$ cat config.mk
export PLATFORM = sky130hd
export DESIGN_NAME = led_fade_ctrl_flat
export DESIGN_NICKNAME = d
export VERILOG_FILES = /design/src/rtl/led_fade_ctrl_if.sv /design/src/rtl/led_fade_ctrl.sv /design/src/flat_wrapper.sv
export SDC_FILE = /design/constraint.sdc
export NUM_CORES = 1
export LEC_CHECK = 0
export ABC_AREA = 1
export BUFFER_PORTS_ARGS = -buffer_cell sky130_fd_sc_hd__buf_2
export CAP_MARGIN = 5
export CORE_ASPECT_RATIO = 1.2
export CORE_MARGIN = 2
export CORE_UTILIZATION = 43
export CTS_BUF_LIST = sky130_fd_sc_hd__clkbuf_8
export DETAILED_ROUTE_END_ITERATION = 7
export PLACE_DENSITY = 0.68
export SKIP_CTS_REPAIR_TIMING = 1
export SLEW_MARGIN = 20
export SYNTH_ARGS = -nofsm -noshare
export SYNTH_HDL_FRONTEND = slang
export SYNTH_SLANG_ARGS = --single-unit
$ cat constraint.sdc
create_clock -name CLK -period 3.4 [get_ports CLK]
set_input_delay 0.68 -clock CLK [delete_from_list [all_inputs] [get_ports CLK]]
set_output_delay 0.68 -clock CLK [all_outputs]
set_load 0.02 [all_outputs]
$ cat src/rtl/led_fade_ctrl_if.sv
// Control/status bundle between a top-level controller and led_fade_ctrl.
//   START, STOP, REPEAT, HOLD_TICKS : requests and hold length from the controller
//   BUSY, DONE, LEVEL, LED          : sequencer status, brightness and PWM output
// master = controller side, slave = led_fade_ctrl side.
interface led_fade_ctrl_if #(
    parameter int LEVEL_W = 5,
    parameter int HOLD_W  = 8
);
    logic               START;
    logic               STOP;
    logic               REPEAT;
    logic [HOLD_W-1:0]  HOLD_TICKS;
    logic               BUSY;
    logic               DONE;
    logic [LEVEL_W-1:0] LEVEL;
    logic               LED;

    modport master (
        output START, STOP, REPEAT, HOLD_TICKS,
        input  BUSY, DONE, LEVEL, LED
    );

    modport slave (
        input  START, STOP, REPEAT, HOLD_TICKS,
        output BUSY, DONE, LEVEL, LED
    );
endinterface

$ cat src/rtl/led_fade_ctrl.sv
// LED glow sequencer: steps a brightness level through rise, hold-high, fall
// and hold-low phases on a prescaled tick and feeds a first-order sigma-delta
// (accumulator carry) PWM stage that drives the LED.
// Ports:
//   CLK   : clock (only clock)
//   RST_N : asynchronous active-low reset
//   bus   : led_fade_ctrl_if.slave
//           START/STOP/REPEAT/HOLD_TICKS in, BUSY/DONE/LEVEL/LED out (all registered)
module led_fade_ctrl #(
    parameter int LEVEL_W  = 5,
    parameter int TICK_DIV = 65536,
    parameter int HOLD_W   = 8
) (
    input  logic           CLK,
    input  logic           RST_N,
    led_fade_ctrl_if.slave bus
);
    localparam int PRESC_W = $clog2(TICK_DIV);
    localparam logic [PRESC_W-1:0] PRESC_LAST = PRESC_W'(TICK_DIV - 1);
    localparam logic [PRESC_W-1:0] PRESC_ONE  = PRESC_W'(1);
    localparam logic [LEVEL_W-1:0] LEVEL_ZERO = LEVEL_W'(0);
    localparam logic [LEVEL_W-1:0] LEVEL_ONE  = LEVEL_W'(1);
    localparam logic [LEVEL_W-1:0] LEVEL_MAX  = {LEVEL_W{1'b1}};
    localparam logic [HOLD_W-1:0]  HOLD_ZERO  = HOLD_W'(0);
    localparam logic [HOLD_W-1:0]  HOLD_ONE   = HOLD_W'(1);

    typedef enum logic [2:0] {
        ST_IDLE    = 3'd0,
        ST_RISE    = 3'd1,
        ST_HOLD_HI = 3'd2,
        ST_FALL    = 3'd3,
        ST_HOLD_LO = 3'd4
    } state_t;

    state_t             state_r;
    state_t             state_nx_s;
    logic [LEVEL_W-1:0] level_r;
    logic [LEVEL_W-1:0] level_nx_s;
    logic [HOLD_W-1:0]  hold_r;
    logic [HOLD_W-1:0]  hold_nx_s;
    logic [PRESC_W-1:0] presc_r;
    logic               presc_clr_s;
    logic               tick_s;
    logic               stop_pend_r;
    logic               stop_nx_s;
    logic               done_nx_s;
    logic               busy_r;
    logic               done_r;
    logic [LEVEL_W:0]   acc_r;

    assign tick_s = (presc_r == PRESC_LAST);

    // Next-state, level, hold counter and stop-pending decisions.
    always_comb begin
        state_nx_s  = state_r;
        level_nx_s  = level_r;
        hold_nx_s   = hold_r;
        stop_nx_s   = stop_pend_r;
        presc_clr_s = 1'b0;
        done_nx_s   = 1'b0;
        case (state_r)
            ST_IDLE: begin
                stop_nx_s = 1'b0;
                // STOP wins over a simultaneous START.
                if (bus.START && !bus.STOP) begin
                    state_nx_s  = ST_RISE;
                    presc_clr_s = 1'b1;
                end else begin
                    state_nx_s = ST_IDLE;
                end
            end
            ST_RISE: begin
                if (bus.STOP) begin
                    state_nx_s  = ST_FALL;
                    presc_clr_s = 1'b1;
                    stop_nx_s   = 1'b1;
                end else if (tick_s) begin
                    level_nx_s = level_r + LEVEL_ONE;
                    if (level_r == (LEVEL_MAX - LEVEL_ONE)) begin
                        state_nx_s = ST_HOLD_HI;
                        hold_nx_s  = bus.HOLD_TICKS;
                    end else begin
                        state_nx_s = ST_RISE;
                    end
                end else begin
                    state_nx_s = ST_RISE;
                end
            end
            ST_HOLD_HI: begin
                if (bus.STOP) begin
                    state_nx_s  = ST_FALL;
                    presc_clr_s = 1'b1;
                    stop_nx_s   = 1'b1;
                end else if (tick_s) begin
                    if (hold_r == HOLD_ZERO) begin
                        state_nx_s = ST_FALL;
                    end else begin
                        hold_nx_s = hold_r - HOLD_ONE;
                    end
                end else begin
                    state_nx_s = ST_HOLD_HI;
                end
            end
            ST_FALL: begin
                if (bus.STOP) begin
                    stop_nx_s = 1'b1;
                end else begin
                    stop_nx_s = stop_pend_r;
                end
                if (tick_s) begin
                    // A stop taken at level 0 leaves nothing to fall; go straight
                    // to hold-low instead of wrapping the level.
                    if (level_r == LEVEL_ZERO) begin
                        state_nx_s = ST_HOLD_LO;
                        hold_nx_s  = bus.HOLD_TICKS;
                    end else if (level_r == LEVEL_ONE) begin
                        level_nx_s = LEVEL_ZERO;
                        state_nx_s = ST_HOLD_LO;
                        hold_nx_s  = bus.HOLD_TICKS;
                    end else begin
                        level_nx_s = level_r - LEVEL_ONE;
                    end
                end else begin
                    state_nx_s = ST_FALL;
                end
            end
            ST_HOLD_LO: begin
                if (bus.STOP) begin
                    state_nx_s  = ST_IDLE;
                    presc_clr_s = 1'b1;
                    stop_nx_s   = 1'b0;
                    done_nx_s   = 1'b1;
                end else if (tick_s) begin
                    if (hold_r != HOLD_ZERO) begin
                        hold_nx_s = hold_r - HOLD_ONE;
                    end else if (bus.REPEAT && !stop_pend_r) begin
                        state_nx_s = ST_RISE;
                    end else begin
                        state_nx_s = ST_IDLE;
                        stop_nx_s  = 1'b0;
                        done_nx_s  = 1'b1;
                    end
                end else begin
                    state_nx_s = ST_HOLD_LO;
                end
            end
            default: begin
                state_nx_s = ST_IDLE;
                level_nx_s = LEVEL_ZERO;
                stop_nx_s  = 1'b0;
            end
        endcase
    end

    // Sequencer state, level, hold counter and registered status outputs.
    always_ff @(posedge CLK or negedge RST_N) begin
        if (!RST_N) begin
            state_r     <= ST_IDLE;
            level_r     <= LEVEL_ZERO;
            hold_r      <= HOLD_ZERO;
            stop_pend_r <= 1'b0;
            busy_r      <= 1'b0;
            done_r      <= 1'b0;
        end else begin
            state_r     <= state_nx_s;
            level_r     <= level_nx_s;
            hold_r      <= hold_nx_s;
            stop_pend_r <= stop_nx_s;
            busy_r      <= (state_nx_s != ST_IDLE);
            done_r      <= done_nx_s;
        end
    end

    // Tick prescaler: parked at 0 in idle, restarted on START/STOP accept.
    always_ff @(posedge CLK or negedge RST_N) begin
        if (!RST_N) begin
            presc_r <= PRESC_W'(0);
        end else if (presc_clr_s || (state_r == ST_IDLE) || tick_s) begin
            presc_r <= PRESC_W'(0);
        end else begin
            presc_r <= presc_r + PRESC_ONE;
        end
    end

    // Free-running sigma-delta accumulator; its carry is the LED bit.
    always_ff @(posedge CLK or negedge RST_N) begin
        if (!RST_N) begin
            acc_r <= {(LEVEL_W + 1){1'b0}};
        end else begin
            acc_r <= {1'b0, acc_r[LEVEL_W-1:0]} + {1'b0, level_r};
        end
    end

    assign bus.BUSY  = busy_r;
    assign bus.DONE  = done_r;
    assign bus.LEVEL = level_r;
    assign bus.LED   = acc_r[LEVEL_W];
endmodule

$ cat src/flat_wrapper.sv
// flat-port wrapper written by rule: the top's interface ports become plain ports
module led_fade_ctrl_flat 
#(
    parameter int LEVEL_W  = 5,
    parameter int TICK_DIV = 65536,
    parameter int HOLD_W   = 8
)
  (CLK, RST_N, bus_START, bus_STOP, bus_REPEAT, bus_HOLD_TICKS, bus_BUSY, bus_DONE, bus_LEVEL, bus_LED);
  led_fade_ctrl_if #(.LEVEL_W(LEVEL_W), .HOLD_W(HOLD_W)) bus_i ();
  input  logic CLK;
  input  logic RST_N;
  input wire logic [$bits(bus_i.START)-1:0] bus_START;
  input wire logic [$bits(bus_i.STOP)-1:0] bus_STOP;
  input wire logic [$bits(bus_i.REPEAT)-1:0] bus_REPEAT;
  input wire logic [$bits(bus_i.HOLD_TICKS)-1:0] bus_HOLD_TICKS;
  output wire logic [$bits(bus_i.BUSY)-1:0] bus_BUSY;
  output wire logic [$bits(bus_i.DONE)-1:0] bus_DONE;
  output wire logic [$bits(bus_i.LEVEL)-1:0] bus_LEVEL;
  output wire logic [$bits(bus_i.LED)-1:0] bus_LED;
  assign bus_i.START = bus_START;
  assign bus_i.STOP = bus_STOP;
  assign bus_i.REPEAT = bus_REPEAT;
  assign bus_i.HOLD_TICKS = bus_HOLD_TICKS;
  assign bus_BUSY = bus_i.BUSY;
  assign bus_DONE = bus_i.DONE;
  assign bus_LEVEL = bus_i.LEVEL;
  assign bus_LED = bus_i.LED;
  led_fade_ctrl #(.LEVEL_W(LEVEL_W), .TICK_DIV(TICK_DIV), .HOLD_W(HOLD_W)) u_core (.CLK(CLK), .RST_N(RST_N), .bus(bus_i));
endmodule
Word level (Yosys, flattened, before mapping)
Cells that the tools add are included.
Operators by class
  $add $sub $neg: 5
  equal/unequal tests: 23
  multiplexer cells: 49
  bitwise gates (word level): 1
  reductions and logical operators: 18
Operators by type and width (count)
  two-way mux 8 bit: 12
  case mux 8 bit (4 select lines): 1
  two-way mux 3 bit: 10
  two-way mux 5 bit: 5
  adder 16 x 1 -> 16 bit (second input constant): 1
  equality test 16 bit (second input constant): 1
  two-way mux 16 bit: 1
  case mux 3 bit (5 select lines): 1
  case mux 5 bit (3 select lines): 1
  two-way mux 1 bit: 14
  != test 2 x 1 -> 1 bit (second input constant): 7
  AND reduction 12 bit: 1
  != test 2 bit (second input constant): 5
  OR reduction 3 bit: 3
  zero test 8 bit: 1
  nonzero test 8 bit: 1
  subtractor 8 x 1 -> 8 bit (second input constant): 1
  adder 5 x 5 -> 6 bit: 1
  equality test 3 x 2 -> 1 bit (second input constant): 2
  != test 3 bit (second input constant): 2
  adder 5 x 1 -> 5 bit (second input constant): 1
  equality test 5 x 1 -> 1 bit (second input constant): 1
  equality test 5 bit (second input constant): 1
  zero test 5 bit: 1
  other kinds (16): 21
Storage, ports and cells
  register bits after elaboration: 41
  input bits: 13
  output and inout port bits: 8
  logic and storage cells: 104

Depth between registers and ports, before layout
Gate-level depths: netlist of run 1.
  depth after elaboration: 8
  mapped depth: 11
  gate-level depth less buffers: 11

Worst setup path before layout of run 1
No wires, ideal clock.
  kind: reg-to-reg
  start point: register u_core.level_r[0] (netlist: u_core.bus.LEVEL[0])
  end point: register u_core.hold_r[5]
  setup time: 0.117 ns
  data arrival time: 1.560 ns
  required time: 3.283 ns
  setup slack: 1.724 ns
  cell stages (with the launch flop): 12
  path buffers: 0
  period minus slack after synthesis: 1.676 ns
  cell sequence: dfrtp_1 inv_1 ha_1 nand3_1 nor2_1 nand2_1 nand2_1 nand3_2 nor2_8 nand2_4 nand2_1 nand2_1
Between the ends
  longest elaborated chain between the ends: 4
  elaborated cells between the ends (all ways): 9
  classes of those cells: 4 x eq/ne; 3 x mux; 2 x reduce/logical
RTL lines
  start: declaration: line led_fade_ctrl.sv:37  | logic [LEVEL_W-1:0] level_r;
  start signal: assignment: line led_fade_ctrl.sv:166  | level_r <= level_nx_s;
  zero test 5 bit: line led_fade_ctrl.sv:113  | if (level_r == LEVEL_ZERO) begin
  two-way mux 8 bit: line led_fade_ctrl.sv:113
  two-way mux 8 bit: line led_fade_ctrl.sv:110  | if (tick_s) begin
  case mux 8 bit (4 select lines): line led_fade_ctrl.sv:61  | case (state_r)
  end signal: assignment: line led_fade_ctrl.sv:167  | hold_r <= hold_nx_s;
  end: declaration: line led_fade_ctrl.sv:39  | logic [HOLD_W-1:0] hold_r;
Parallel ways exist; a longest one is shown, timed or not. The select of a mux whose other input is x is not followed.
A chain may end at the register's enable or synchronous reset.

Worst setup path after layout of run 1
  start point: register u_core.level_r[0] (netlist: u_core.bus.LEVEL[0])
  end point: register u_core.hold_r[3]
Same word-level chain as after synthesis.

==> results of run 1 <==
## cell families after synthesis
group / count (synthesis) / share of synthesized area [%]
AO/OA/AOI/OAI: 34 / 7.11
adder cells (fa/ha/maj): 13 / 6.28
AND/OR/NAND/NOR: 211 / 38.4
buffers and inverters: 42 / 6.42
XOR/XNOR: 12 / 3.88
flip-flops: 41 / 37.9
## per-layer routing
metal | up-vias | GRT usage (%)
li1 | 1183 | -
met1 | 1044 | 21.8
met2 | 39 | 28.7
met3 | 7 | 3.98
met4 | 0 | 6.36
met5 | - | 0
## worst paths after layout
kind	from	to	depth (start not counted)	slack, ns
worst min-delay path	u_core.presc_r[0]	u_core.presc_r[0]	1	0.46
max in group asynchronous	RST_N	u_core.state_r[0]	1	2.32
min in group asynchronous	RST_N	u_core.presc_r[6]	1	0.51
worst max register to register	u_core.bus.LEVEL[0]	u_core.hold_r[3]	11	1.60
worst min register to register	u_core.presc_r[0]	u_core.presc_r[0]	1	0.46
worst max-delay path	u_core.bus.LEVEL[0]	u_core.hold_r[3]	11	1.60
## layout by cell type (no fill, tap or decap), types with 5 or more instances in the layout
cell type	count
nor3_1	7
buf_2	20
clkbuf_8	6
nor2_1	45
nor2_4	6
nand2_1	90
nand3_1	31
nand2_4	5
ha_1	12
inv_1	34
xnor2_1	6
o21ai_0	14
nand4_1	6
dfrtp_1	41
nand2_2	5
a21oi_1	10
xor2_1	6
inv_2	5
## worst max-delay path, stage by stage (launching register included)
cell,delay (ns)
dfrtp_1,0.50
inv_1,0.15
ha_1,0.15
nand3_1,0.08
nor2_1,0.15
nand2_1,0.06
nand2_1,0.07
nand3_2,0.12
nor2_8,0.18
nand2_4,0.10
nand2_1,0.07
nand2_1,0.05
## synth_stat cells, drive strengths merged (3+ instances only)
| master | number |
|---|---|
| o21ai | 17 |
| xnor2 | 6 |
| nand2 | 100 |
| xor2 | 6 |
| nor3b | 4 |
| nand3 | 34 |
| nor3 | 9 |
| nor2 | 54 |
| nand4 | 6 |
| inv | 39 |
| buf | 3 |
| a21oi | 10 |
| ha | 12 |
| dfrtp | 41 |
## area by class of cell
class                           count  share of cell area, %
Tap cell                           82                   3.42
Inverter                           39                   4.87
Clock buffer                        6                   2.75
Clock inverter                      2                   1.25
Multi-Input combinational cell    270                   50.2
Sequential cell                    41                   34.2
Timing Repair Buffer               20                   3.33
## flip-flops by register name, indices dropped and copies added (netlist names)
| signal | flops |
|---|---|
| u_core.acc_r | 6 |
| u_core.bus.BUSY | 1 |
| u_core.bus.DONE | 1 |
| u_core.bus.LEVEL | 5 |
| u_core.hold_r | 8 |
| u_core.presc_r | 16 |
| u_core.state_r | 3 |
| u_core.stop_pend_r | 1 |
## where the power goes
group | leakage (nW) | switching, W | internal (W) | total, W
clock network | 0.0574 | 0.000178 | 0.000239 | 0.000417
logic | 0.888 | 0.000538 | 0.000369 | 0.000907
registers | 0.508 | 0.000172 | 0.000647 | 0.000819
## per-stage QoR
stage                     util (%)  power [W]  cell area, sq um  worst slack, ns  std cells
after detailed placement      47.7    0.00174              2880             1.57        452
final                         49.6    0.00214              3000             1.60        460
after floorplan                  -    0.00154              2710             1.72        353
after CTS                     49.6    0.00217              3000             1.58        460
after global routing          49.6    0.00236              3000             1.29        460
after global placement        47.7    0.00172              2880             1.57        452
==> summary.md, run 1 <==
| Metric | Value |
|---|---|
| Status | `finished, final reports clean` |
| Core area | `6050 sq um` |
| Worst Tran Pin Value | `0.915 ns` |
| Tot GR Track Use | `17.2%` |
| I/O pins | `21` |
| Yosys reg bits | `41` |
| Worst vdd rail ir drop | `0.000343 V` |
| Max-cap violation count | `0` |
| WL met3 | `215 um` |
| Multi-input gate area | `1510 sq um` |
| CP arrival | `2.00 ns` |
| Top post-synthesis cells by area | `dfrtp_1 (38%), nand2_1 (12%), nor2_1 (6.2%)` |
| Post-synth top flop | `dfrtp_1` |
| RSZ-0062 raised after global routing | `no` |
| Post-detail-place hpwl | `4100 um` |
| Setup TNS | `0 ns` |
| FP Rows | `31` |
| Die area | `6950 sq um` |
| First-pass GRT wire length | `9830 um` |
| Dominant cell type by area after synthesis | `dfrtp_1` |
| Area growth, synth to finish | `10.9%` |
| Reg area | `1030 sq um` |
| # port buffers | `20` |
| Largest net degree at the start of global routing | `42` |
| Count of flip-flops with a built-in enable after synthesis | `0` |
| DR vias/cell | `4.94` |
| Avg Cell Area, Syn | `7.67 sq um` |
| Final setup vio count | `0` |
| Post-Syn Nets | `379` |
| Worst EP required | `3.59 ns` |
| ANT nets after route | `0` |
| Layout cells sized above 1 | `15.9%` |
| Die width | `76.5 um` |
| Top layer in use | `met4` |
| Post-Synthesis Cells | `353` |
| Synthesized area | `2710 sq um` |
| Hold Vio Cnt, Final | `0` |
| DRT Pass-1 Iters | `4` |
| Register area share after synthesis | `37.9%` |
| Worst slew margin | `39.0%` |
| Period utilization | `53.0%` |
| Setup crit end kind | `flip-flop` |
| Worst clock skew | `0.0103 ns` |
| H-Tree Level Count | `2` |
| Clock sinks | `41` |
| Post-Route M1 WL | `2560 um` |
| Asr flop ratio synth | `100%` |
| Clk root buf | `clkbuf_8` |
| Worst setup SP type | `flip-flop` |
| WHS | `0.464 ns` |
| Worst-Skew Late Latency | `0.30 ns` |
| Initial core utilization | `44.8%` |
| Clk buf depth | `2` |
| Share of Yosys cell area claimed by the top area cell type | `37.9%` |
| FILL cells | `633` |
| Vias in the first global route | `2,229` |
| DR DRC count | `0` |
| Worst Setup Path Type | `reg2reg` |
| Nets | `403` |
| Standby leakage power | `1.45 nW` |
| Warnings, synthesis | `0` |
| Via Count | `2,273` |
| CTS tree | `built` |
| Detailed Route Iter0 Violations | `148` |
| Synth unique cells | `37` |
| Max FO, Critical Path | `9` |
| Routed WL per cell | `12.0 um` |
| Die H | `90.9 um` |
| Gpl congestion | `0.916` |
| Clock slew at reported path FFs | `0.09 ns` |
| WL met2 | `2680 um` |
| Initial antenna violation count | `0` |
| Routed WL | `5540 um` |
| HP Class | `reg2reg` |
| N_diodes | `0` |
| Min Tclk post-route | `1.80 ns` |
| CTS buffer count | `5` |
| PD cells | `713 nW/um^2` |
| GRT overflow | `0` |
| Slew Viols, Final | `0` |
| Fmax achieved | `0.555 GHz` |
Power figures use the tool's default switching activity.
==> run 2, diff against run 1 <==
PLACE_DENSITY = 0.71   (was 0.68)
clock period = 1.5 ns   (was 3.4 ns; I/O delays follow)
==> run 2 against run 1 <==
  * Critical path type unchanged
  * Highest routed layer unchanged
  * The flow now finishes with violations (setup timing)
  * Via count up 15%
  * Clock power up 79%
  * Largest power group unchanged
  * Register-to-register slack worse by 1.8 ns
==> summary.md, run 2 (synthesized netlist as in run 1, its figures left out) <==
| Metric | Value |
|---|---|
| Status | `complete, but fails checks (was finished, final reports clean)` |
| Violated checks | `setup timing` |
| Clk buf depth | `2 (unchanged)` |
| Via Count | `2,606 (was 2,273)` |
| Tot GR Track Use | `20.1% (was 17.2%)` |
| Max FO, Critical Path | `5 (was 9)` |
| CTS tree | `built (unchanged)` |
| Most common cell after layout, fill and taps aside | `nand2_1 (unchanged)` |
| Clock sinks | `41 (unchanged)` |
| Vias in the first global route | `2,573 (was 2,229)` |
| Worst vdd rail ir drop | `0.00123 V (was 0.000343 V)` |
| N_diodes | `0 (unchanged)` |
| Worst slew margin | `73.2% (was 39.0%)` |
| ANT nets after route | `0 (unchanged)` |
| Setup crit end kind | `flip-flop (unchanged)` |
| Routed WL per cell | `12.8 um (was 12.0 um)` |
| HP Class | `in2reg (was reg2reg)` |
| R2r worst-path depth | `10 (was 11)` |
| Die width | `76.5 um (unchanged)` |
| Final setup vio count | `33 (was 0)` |
| I/O pins | `21 (unchanged)` |
| Layout cells sized above 1 | `38.8% (was 15.9%)` |
| Biggest register | `u_core.presc_r (unchanged)` |
| Biggest regs | `u_core.presc_r x16, u_core.hold_r x8, u_core.acc_r x6 (unchanged)` |
| PD cells | `1530 nW/um^2 (was 713 nW/um^2)` |
| Worst clock skew | `0.0100 ns (was 0.0103 ns)` |
| FP Rows | `31 (unchanged)` |
| Min Tclk post-route | `1.74 ns (was 1.80 ns)` |
| # port buffers | `20 (unchanged)` |
| GRT overflow | `0 (unchanged)` |
| Post-detail-place hpwl | `5060 um (was 4100 um)` |
| Pre-CTS WS | `-0.206 ns (was 1.57 ns)` |
| Clock slew at reported path FFs | `0.09 ns (about the same)` |
| Period utilization | `116% (was 53.0%)` |
| Core area | `6050 sq um (unchanged)` |
| H-Tree Level Count | `2 (unchanged)` |
| Slew Viols, Final | `0 (unchanged)` |
| Final worst slack | `-0.244 ns (was 1.60 ns)` |
| CTS buffer count | `5 (unchanged)` |
| Hold depth | `5 (was 1)` |
| Most frequent cells in the layout | `nand2_1 (82), buf_4 (64), dfrtp_1 (38), nor2_1 (35), inv_1 (31) (was nand2_1 (90), nor2_1 (45), dfrtp_1 (41), inv_1 (34), nand3_1 (31))` |
| Worst Setup Path Type | `reg2reg (unchanged)` |
| Nets | `474 (was 403)` |
| Standby leakage power | `1.80 nW (was 1.45 nW)` |
| Max-cap violation count | `0 (unchanged)` |
| DR DRC count | `0 (unchanged)` |
| DRT Pass-1 Iters | `4 (unchanged)` |
| Die H | `90.9 um (unchanged)` |
| First-pass GRT wire length | `11,300 um (was 9830 um)` |
| Worst-Skew Late Latency | `0.31 ns (was 0.30 ns)` |
| Worst Tran Pin Value | `0.402 ns (was 0.915 ns)` |
| Fmax achieved | `0.573 GHz (was 0.555 GHz)` |
| Clk root buf | `clkbuf_8 (unchanged)` |
| Initial core utilization | `44.8% (unchanged)` |
| Gpl congestion | `0.853 (was 0.916)` |
| Routed WL | `6820 um (was 5540 um)` |
| FILL cells | `552 (was 633)` |
| Final Instance Area | `3720 sq um (was 3000 sq um)` |
| Max FFs per register | `16 (unchanged)` |
| Die area | `6950 sq um (unchanged)` |
| Largest net degree at the start of global routing | `17 (was 42)` |
| Worst setup SP type | `flip-flop (unchanged)` |
| Hold Vio Cnt, Final | `0 (unchanged)` |
| Initial antenna violation count | `0 (unchanged)` |
| RSZ-0062 raised after global routing | `yes (was no)` |
| Dpl cell area | `3410 sq um (was 2880 sq um)` |
| Detailed Route Iter0 Violations | `95 (was 148)` |
| Area growth, synth to finish | `37.2% (was 10.9%)` |
| Worst EP required | `1.75 ns (was 3.59 ns)` |
| CP arrival | `1.99 ns (was 2.00 ns)` |
| DR vias/cell | `4.91 (was 4.94)` |
==> run 2: cell count changes in the layout (fill, tap and decap cells not counted), moves of 8 or more <==
cell     previous run  this run
buf_4               0        64
nor2_1             45        35
nand2_1            90        82
nand2_2             5        13
nor2_2              2        10
==> run 2: report_power, final <==
part	switching, W	internal [W]	total (W)
Clock	0.000423	0.000322	0.000745
Combinational	0.00165	0.00149	0.00313
Sequential	0.000317	0.00148	0.00179
Total	0.00239	0.00329	0.00567
==> run 2: worst max-delay path: stages, from the launching register on <==
cell	delay [ns]
dfrtp_1	0.37
ha_2	0.20
nand2_2	0.07
nor2_4	0.20
nand3_4	0.12
nor2_4	0.17
nand3b_1	0.14
nand2_4	0.13
buf_4	0.13
nand3_1	0.08
nand2_1	0.09
==> run 2: final timing paths <==
kind / start / endpoint / slack, ns
worst min register to register: u_core.acc_r[0] / u_core.acc_r[0] / 0.50
min in group asynchronous: RST_N / u_core.presc_r[15] / 0.44
max in group asynchronous: RST_N / u_core.presc_r[0] / 0.52
worst max-delay path: u_core.presc_r[0] / u_core.hold_r[3] / -0.24
worst min-delay path: bus_HOLD_TICKS[1] / u_core.hold_r[1] / 0.35
worst max register to register: u_core.presc_r[0] / u_core.hold_r[3] / -0.24
==> run 2: cell type report <==
cell class	count	area (sq um)	area share, %
Clock buffer	5	68.8	1.85
Clock inverter	3	17.5	0.471
Inverter	39	146	3.94
Multi-Input combinational cell	270	1680	45.1
Sequential cell	41	1030	27.7
Tap cell	82	103	2.76
Timing Repair Buffer	91	676	18.2
==> run 2: metal layers <==
layer,wire [um],track usage (%)
met1,2880,23.8
met2,3670,35.6
met3,153,3.88
met4,114,8.03
met5,0,0
==> run 2: metrics by stage <==
step                instances  TNS, ns  hold slack [ns]  power (W)  util [%]
detailed placement        514    -4.54            0.251    0.00453      56.3
finish                    531    -4.62            0.355    0.00567      61.4
CTS                       522    -5.03          -0.0822    0.00527      57.8
global route              531    -8.17            0.377    0.00614      61.4
global placement          514    -1.63            0.250    0.00442      56.3
floorplan                 353   -0.883          0.00441    0.00355         -
